`src/rtl/hazard_scoreboard.sv`:
```
`default_nettype none
// ============================================================================
// Module   : hazard_scoreboard
// Purpose  : Scoreboard hazard unit for the in-order pipeline. It tracks a
//            latency countdown per architectural register, detects RAW and
//            WAW conflicts for the instruction in ID, stalls IF/ID, injects an
//            EX bubble, and counts stall cycles.
// Ports    : clk, rst_n (async, active-low)
//            id_valid/id_rs/id_rs_used/id_rd/id_rd_we/id_lat : ID instruction
//            flush_i   : ID instruction is wrong-path
//            sb_clear  : drop all pending entries
//            wb_valid/wb_rd : writeback of an unknown-latency result
//            stall_if/stall_id/flush_ex : hazard response (all identical)
//            hazard_rs : per-source RAW flag
//            busy_vec  : pending-register vector
//            stall_cnt : saturating stall-cycle counter
// Revision : 1.0 - initial release
// ============================================================================
module hazard_scoreboard #(
    parameter int NUM_RS = 2,
    parameter int LAT_W  = 4,
    parameter int CNT_W  = 16
) (
    input  logic                   clk,
    input  logic                   rst_n,
    input  logic                   id_valid,
    input  logic [NUM_RS-1:0][4:0] id_rs,
    input  logic [NUM_RS-1:0]      id_rs_used,
    input  logic [4:0]             id_rd,
    input  logic                   id_rd_we,
    input  logic [LAT_W-1:0]       id_lat,
    input  logic                   flush_i,
    input  logic                   sb_clear,
    input  logic                   wb_valid,
    input  logic [4:0]             wb_rd,
    output logic                   stall_if,
    output logic                   stall_id,
    output logic                   flush_ex,
    output logic [NUM_RS-1:0]      hazard_rs,
    output logic [31:0]            busy_vec,
    output logic [CNT_W-1:0]       stall_cnt
);

    // All-ones latency marks an entry that only writeback can release.
    localparam logic [LAT_W-1:0] LAT_UNK = '1;
    localparam logic [LAT_W-1:0] LAT_ONE = LAT_W'(1);
    localparam logic [CNT_W-1:0] CNT_MAX = '1;
    localparam logic [CNT_W-1:0] CNT_ONE = CNT_W'(1);

    logic w_waw;
    logic w_stall;
    logic w_issue;

    // ------------------------------------------------------------------------
    // Hazard detection, purely from registered busy state
    // ------------------------------------------------------------------------
    genvar i;
    generate
        for (i = 0; i < NUM_RS; i++) begin : g_rs
            assign hazard_rs[i] = id_valid & id_rs_used[i] &
                                  (id_rs[i] != 5'd0) & busy_vec[id_rs[i]];
        end
    endgenerate

    assign w_waw    = id_valid & id_rd_we & (id_rd != 5'd0) & busy_vec[id_rd];
    assign w_stall  = ((|hazard_rs) | w_waw) & ~flush_i;
    assign w_issue  = id_valid & ~w_stall & ~flush_i & ~sb_clear;

    assign stall_if = w_stall;
    assign stall_id = w_stall;
    assign flush_ex = w_stall;

    // x0 has no storage and is never pending.
    assign busy_vec[0] = 1'b0;

    // ------------------------------------------------------------------------
    // Per-register latency countdown for x1..x31
    // ------------------------------------------------------------------------
    genvar r;
    generate
        for (r = 1; r < 32; r++) begin : g_reg
            localparam logic [4:0] c_addr = 5'(r);

            logic [LAT_W-1:0] r_cnt;
            logic             w_set;
            logic             w_wb;

            assign w_set = w_issue & id_rd_we & (id_rd == c_addr);
            assign w_wb  = wb_valid & (wb_rd == c_addr);

            // Priority: clear, new issue, writeback, countdown.
            always_ff @(posedge clk or negedge rst_n) begin
                if (!rst_n) begin
                    r_cnt <= '0;
                end else if (sb_clear) begin
                    r_cnt <= '0;
                end else if (w_set) begin
                    r_cnt <= id_lat;
                end else if (w_wb) begin
                    r_cnt <= '0;
                end else if ((r_cnt != '0) && (r_cnt != LAT_UNK)) begin
                    r_cnt <= r_cnt - LAT_ONE;
                end
            end

            assign busy_vec[r] = (r_cnt != '0);
        end
    endgenerate

    // ------------------------------------------------------------------------
    // Stall-cycle counter; saturates and survives sb_clear
    // ------------------------------------------------------------------------
    always_ff @(posedge clk or negedge rst_n) begin
        if (!rst_n) begin
            stall_cnt <= '0;
        end else if (w_stall && (stall_cnt != CNT_MAX)) begin
            stall_cnt <= stall_cnt + CNT_ONE;
        end
    end

endmodule
`default_nettype wire

```
`config.mk`:
```
export PLATFORM = sky130hd
export DESIGN_NAME = hazard_scoreboard
export DESIGN_NICKNAME = d
export VERILOG_FILES = /design/src/rtl/hazard_scoreboard.sv
export SDC_FILE = /design/constraint.sdc
export NUM_CORES = 1
export LEC_CHECK = 0
export CORE_MARGIN = 2
export CORE_UTILIZATION = 61
export CTS_BUF_LIST = sky130_fd_sc_hd__clkbuf_4 sky130_fd_sc_hd__clkbuf_8
export DETAILED_ROUTE_END_ITERATION = 8
export PLACE_DENSITY = 0.83
export SLEW_MARGIN = 40
export SYNTH_ARGS = -nofsm -noshare
export SYNTH_HDL_FRONTEND = slang
export SYNTH_SLANG_ARGS = --single-unit
```
`constraint.sdc`:
```
create_clock -name clk -period 3.9 [get_ports clk]
set_input_delay 0.78 -clock clk [delete_from_list [all_inputs] [get_ports clk]]
set_output_delay 0.78 -clock clk [all_outputs]
set_load 0.05 [all_outputs]
```
==> metrics.md, run 1 <==
| Metric | Value |
|---|---|
| Die Span X | 138 µm |
| Cell Count, Final, Fillers Out | between 1500 and 2000 |
| Routed Antenna Nets | 0 |
| Hold Slack | about 0.37 ns |
| Unrepaired setup endpoints after global routing | false |
| DRC Markers | 0 |
| Synth Instances | roughly 1200 |
| Worst path slowest cell | dfrtp_1 |
| Register area | 0.00350 mm² |
| Worst Setup Slack post-DPL | -0.0116 ns |
| Clock root cell | clkbuf_8 |
| PortBufs | 84 |
| WP data arrival | around 3 ns |
| Max Root-Sink Buffers | 2 |
| Area of all placed cells without fillers | ~0.013 mm² |
| Status | finished, final reports clean |
| Synth unique cells | slightly below 70 |
| Most used flip-flop cell after synthesis | dfrtp_1 |
| Ys async rst share | 100% |
| Syn-to-layout area delta | 19.1% |
| Final worst slack | 0.130 ns |
| Core Box Area | around 0.018 mm² |
| Measured slew at the worst slew-check pin | between 0.9 and 1 ns |
| Antenna Cells | 0 |
| Worst skew pair latency | 0.48 ns |
| Peak VDD IR | approximately 650 µV |
| Wire length per cell | ~20 µm |
| Mapped Nets | around 1400 |
| Share of cells above drive strength 1 | between 10 and 15% |
| CTS H-tree lvls | 4 |
| Seq/Total Area, Yosys | about a third |
| Clk slew on worst S/H paths | around 0.080 ns |
| GPL Wtd Cong | between 1 and 1.5 |
| Final slew viol count | 0 |
| Nets | roughly 1500 |
| Pin count of the biggest net entering global routing | slightly below 90 |
| Setup TNS | 0 ns |
| Crit path cell chain | inv_2 > ha_1 > or3b_1 > mux2_2 > a221oi_2 > nor3_1 > a211oi_4 > a31oi_2 > buf_6 > buf_12 |
| Final Setup Violations | 0 |
| Die area | approximately 0.019 mm² |
| Die Y | about 140 µm |
| Tot GR Track Use | between 30 and 40% |
| Pwr Total | approximately 11 mW |
| Vias | ~10000 |
| Grt ovf | 0 |
| Initial core utilization | between 60% and 70% |
| CTS sink count | 140 |
| Max Freq | 265 MHz |
| Vias in the first global route | approximately 9800 |
| Mapped cell area | 0.0110 mm² |
| Antenna violations before repair | 0 |
| Max-Cap Viols | 0 |
| Post-DP HPWL | roughly 23000 µm |
| Worst Skew | between 0.015 and 0.02 ns |
| CTS tree | done |
| Site Rows | a little under 50 |
| Post-Route WL | roughly 32000 µm |
| Area of the multi-input gates | approximately 0.007 mm² |
| Placed Area | ~0.012 mm² |
| Final hold violations | 0 |
| CP max stage delay | about 0.41 ns |
| Leakage | 5.88 nW |
| Flops & latches, synth | 140 |
| Post-synth EDFFs | 0 |
| Startpoint Class | flop |
| CP endpoint kind | output port |
| DRT iter0 DRCs | ~1200 |
| Cells after DPL | 1551 |
| Tcrit/Tclk final | about 97% |
| CTS buffer count | 17 |
| Pre-Repair DR Iteration Count | 7 |
| Syn avg cell area | around 9.0 µm² |
| Pwr Density | between 800 and 900 mW/mm² |
| First-pass GRT wire length | between 50000 and 60000 µm |
| Worst min path class | input port to async pin |
| Yosys warns | 0 |
| I/O Pins | 86 |
| Slew margin rel. | a little under two fifths |
| Critical path class | flop to output port |
| Fill cell count | approximately 1300 |
| Critical Path Fanout Max | 3 |
| Final core occ | 73.4% |
| Vias per cell | 6.40 |
| Crit path required time | 3.12 ns |
| Tmin final | approximately 3.8 ns |
==> cell families after synthesis <==
group           after synthesis  synth area share, %
mux                          86                 8.12
fa+ha+maj                    94                 10.7
compound gates              272                 17.5
buf+inv                     157                 5.61
flops                       140                 31.9
simple gates                407                 20.6
xor+xnor                     70                 5.58
other cells                   1               0.0341
==> routing by layer <==
metal	vias up	GRT usage [%]	part of all wire [%]
met1	4894	43.5	40
met4	0	13.7	4.2
met5	-	0	0
met3	112	7.14	9.2
li1	4648	-	-
met2	538	53.8	47
==> worst paths after layout <==
path                                               start                             end  slack (ns)  cells after the start
setup / recovery           g_reg[6].r_cnt[0]$_DFFE_PN0P_                        flush_ex        0.13                     10
hold / removal                                     rst_n   g_reg[9].r_cnt[2]$_DFFE_PN0P_        0.37                      1
setup reg to reg           g_reg[6].r_cnt[0]$_DFFE_PN0P_  g_reg[13].r_cnt[0]$_DFFE_PN0P_        0.54                     12
hold reg to reg                stall_cnt[14]$_DFFE_PN0P_       stall_cnt[14]$_DFFE_PN0P_        0.50                      1
max in group asynchronous                          rst_n   g_reg[5].r_cnt[1]$_DFFE_PN0P_        2.75                      2
min in group clk               stall_cnt[14]$_DFFE_PN0P_       stall_cnt[14]$_DFFE_PN0P_        0.50                      1
==> cells in the final DEF (no fill, tap or decap), drive strengths merged, types with 18 or more instances in the layout <==
cell type / n
nor3: 66
a31oi: 46
clkdlybuf4s50: 76
ha: 94
a21oi: 44
o22ai: 19
o21ai: 18
xnor2: 61
or3: 26
dfrtp: 140
inv: 103
mux2i: 79
nor3b: 29
buf: 81
nand3: 26
nor2b: 19
nor2: 44
nand2: 136
clkbuf: 22
a22o: 48
a21o: 26
o211ai: 24
==> repair_timing <==
item,4_1_cts,5_1_grt
hold buffers,0,0
resized for setup,1,35
endpoints found under the setup margin,3,5
gates cloned,0,0
buffers inserted,3,12
pin swaps,1,7
==> registers in the layout (all words and copies together) (netlist names) <==
signal     cells
g.r_cnt      124
stall_cnt     16
==> cell type report <==
type	instances	share of cell area, %
tap	229	2.19
multi-input combinational	930	53.4
clock inverter	10	1.08
clock buffer	21	2.06
timing repair buffer	160	11.6
inverter	102	2.92
sequential	140	26.8
==> cells in the mapped netlist (all sizes together), types with 3 or more instances <==
master | count | area share (%)
dfrtp | 140 | 32
a21oi | 44 | 2.0
and3 | 9 | 0.51
clkbuf | 43 | 1.5
xor2 | 9 | 0.72
nor2 | 44 | 1.6
a211o | 3 | 0.24
xnor2 | 61 | 4.9
buf | 12 | 0.66
o211ai | 24 | 1.6
or3 | 26 | 1.5
inv | 102 | 3.5
nor4b | 5 | 0.40
nand4 | 11 | 0.63
a31oi | 46 | 2.6
o21ai | 18 | 0.82
nor3 | 66 | 4.3
nand2b | 11 | 0.63
a22oi | 4 | 0.27
nor3b | 29 | 2.3
a311oi | 5 | 0.40
ha | 94 | 11
o22ai | 19 | 1.1
o311a | 3 | 0.27
a21o | 26 | 1.8
a211oi | 10 | 0.80
nor2b | 19 | 1.1
mux2i | 79 | 7.2
nand2 | 136 | 4.6
or2 | 3 | 0.17
o31ai | 3 | 0.20
or3b | 4 | 0.32
nor4 | 7 | 0.46
a22o | 48 | 3.8
nand3 | 26 | 1.2
mux2 | 5 | 0.51
o32ai | 3 | 0.24
==> worst max-delay path: cells and delay by family, from the launching register on <==
kind,cells,cell delay [ns]
AOI/OAI and AO/OA,3,0.71
adders and majority gates,1,0.19
buffers and inverters,3,0.38
DFF,1,0.41
muxes,1,0.30
and+or+nand+nor,2,0.53
==> where the power goes <==
| group | total [mW] | internal, mW | switching (mW) |
|---|---|---|---|
| clock network | 1.27 | 0.668 | 0.600 |
| logic | 6.99 | 2.90 | 4.09 |
| registers | 2.63 | 1.99 | 0.636 |
(Power assumes the default switching activity.)
==> run 2, diff against run 1 <==
clock period = 4 ns   (was 3.9 ns; I/O delays follow)
==> run 2 against run 1 <==
Clock skew shrank 0.0049 ns. Worst hold slack lost 0.031 ns. Worst setup slack got worse by 0.073 ns. Highest routed layer unchanged.
==> metrics.md, run 2 (same netlist as run 1, synthesis figures left out) <==
| Metric | Value |
|---|---|
| Core Box Area | 0.0178 mm² |
| Pre-Repair DR Iteration Count | 6 |
| Startpoint Class | input port |
| CP endpoint kind | output port |
| Share of cells above drive strength 1 | 12.0% |
| Routed Antenna Nets | 0 |
| Wire length per cell | just over 20 µm |
| Vias | a little over 10000 |
| CP Launch Point | id_rd[2] |
| Die area | ~0.019 mm² |
| Pint | ~5.5 mW |
| Critical path class | input port to output port |
| Worst min path class | input port to async pin |
| Max Freq | 254 MHz |
| Vias in the first global route | 9677 |
| Most frequent cells in the layout | 140 x dfrtp_1, 136 x nand2_1, 99 x inv_1 |
| Worst Setup Slack post-DPL | 0.0480 ns |
| First-pass GRT wire length | around 51000 µm |
| Grt ovf | 0 |
| Post-Route WL | around 32000 µm |
| Cells after DPL | roughly 1500 |
| Final Setup Violations | 0 |
| Top reg by flops | g.r_cnt |
| Cell Count, Final, Fillers Out | ~1600 |
| CTS buffer count | 17 |
| Combinational Power Share | a little over three fifths |
| Hold_buf cts | 0 |
| CTS H-tree lvls | 4 |
| Nets | 1465 |
| Post-DP HPWL | roughly 23000 µm |
| PortBufs | 84 |
| Vias per cell | 6.47 |
| Die Y | ~140 µm |
| Final slew viol count | 0 |
| Top Registers | g.r_cnt: 124 flops, stall_cnt: 16 flops |
| Initial core utilization | between 60% and 70% |
| Max Root-Sink Buffers | 2 |
| Setup TNS | 0 ns |
| Die Span X | around 140 µm |
| Antenna Cells | 0 |
| Pwr Density | 824 mW/mm² |
| Psw | between 5 and 6 mW |
| GPL Wtd Cong | 0.991 |
| Final hold violations | 0 |
| Fill cell count | between 1000 and 1500 |
| Clk slew on worst S/H paths | ~0.070 ns |
| Final worst slack | 0.0568 ns |
| Status | finished, final reports clean |
| Measured slew at the worst slew-check pin | around 0.89 ns |
| Max reg flops | about 120 |
| Pin count of the biggest net entering global routing | between 90 and 100 |
| Antenna violations before repair | 0 |
| Peak VDD IR | around 710 µV |
| Slew margin rel. | between 40% and 50% |
| DRT iter0 DRCs | ~1100 |
| Hold Slack | between 0.3 and 0.4 ns |
| Leakage | a little under 6 nW |
| Clock power share | around an eighth |
| Worst skew pair latency | 0.48 ns |
| Worst Skew | between 0.01 and 0.015 ns |
| Clock root cell | clkbuf_8 |
| DRC Markers | 0 |
| Flop pwr share | approximately a quarter |
| Tmin final | approximately 3.9 ns |
| Tcrit/Tclk final | 98.6% |
| Max-Cap Viols | 0 |
| Reg2reg start | g_reg[29].r_cnt[0]$_DFFE_PN0P_ |
| WP data arrival | around 3.1 ns |
| CTS tree | done |
| I/O Pins | 86 |
| Critical Path Fanout Max | 8 |
| Tot GR Track Use | approximately a third |
| Crit path required time | about 3.2 ns |
| Site Rows | 49 |
| Commonest non-fill, non-tap cell in the layout | dfrtp_1 |
| CTS sink count | between 100 and 150 |
| Sw Ratio | 48.7% |
| Syn-to-layout area delta | 17.8% |
==> run 2: cell count changes in the layout (fill, tap and decap cells not counted), moves of 3 or more <==
cell,before,now
inv_1,91,99
nor3b_1,14,22
inv_2,11,3
ha_1,91,94
nor3b_2,12,6
ha_2,3,0
buf_4,70,61
==> run 2: metal layers <==
layer  vias to the layer above  global-route usage, %  wire length [µm]
li1                       4638                      -                 -
met1                      4820                   44.2             12600
met2                       616                   52.7             14700
met3                       150                   7.41              3420
met4                         0                   15.6              1600
met5                         -                      0                 0
==> run 2: repair_timing <==
| action | in CTS | in global routing |
|---|---|---|
| setup buffers | 0 | 1 |
| setup endpoints to repair | 0 | 4 |
| resized for setup | 0 | 10 |
==> run 2: worst paths after layout <==
check                                                      end  slack (ns)  cells after the start
worst min register to register       stall_cnt[12]$_DFFE_PN0P_        0.49                      1
worst max register to register   g_reg[6].r_cnt[0]$_DFFE_PN0P_        0.54                     12
worst max-delay path                                  stall_if        0.06                     11
min in group clk                     stall_cnt[12]$_DFFE_PN0P_        0.49                      1
max in group asynchronous        g_reg[5].r_cnt[0]$_DFFE_PN0P_        2.97                      2
worst min-delay path            g_reg[10].r_cnt[0]$_DFFE_PN0P_        0.34                      1
==> run 2: power groups by stage <==
stage / logic [mW] / clock network (mW) / registers (mW)
6_report: 6.73 / 1.38 / 2.55
5_1_grt: 7.29 / 1.44 / 2.64
4_1_cts: 6.59 / 1.39 / 2.53
3_5_place_dp: 6.51 / 0 / 2.54
3_3_place_gp: 6.35 / 0 / 2.51
2_1_floorplan: 4.61 / 0 / 2.46
==> run 2: through the flow <==
step / area (µm²) / utilization [%] / power [mW]
after floorplan: 11000 / - / 7.07
after global placement: 12400 / 69.7 / 8.87
after detailed placement: 12400 / 69.7 / 9.06
after CTS: 12900 / 72.3 / 10.5
after global routing: 12900 / 72.6 / 11.4
final: 12900 / 72.6 / 10.7
==> run 2: area by class of cell <==
cell class / count / area (µm²) / area share [%]
clock buffers: 19 / 255 / 1.97
clock inverters: 13 / 213 / 1.64
inverters: 102 / 383 / 2.96
multi-input cells: 930 / 6920 / 53.5
flip-flops and latches: 140 / 3500 / 27.1
well taps: 229 / 287 / 2.21
repair buffers: 147 / 1390 / 10.7
==> run 2: worst max-delay path: stages <==
cell,delay [ns]
clkdlybuf4s50_1,0.57
buf_4,0.18
buf_4,0.15
nor2_1,0.06
o21bai_1,0.16
a211oi_1,0.29
o211ai_1,0.17
a22o_1,0.28
a31oi_2,0.19
buf_6,0.15
buf_12,0.13
==> run 3, diff against run 2 <==
SKIP_CTS_REPAIR_TIMING = 1   (was unset)
==> results of run 3 <==
Final layout, timing and power as in run 2 (identical DEF).
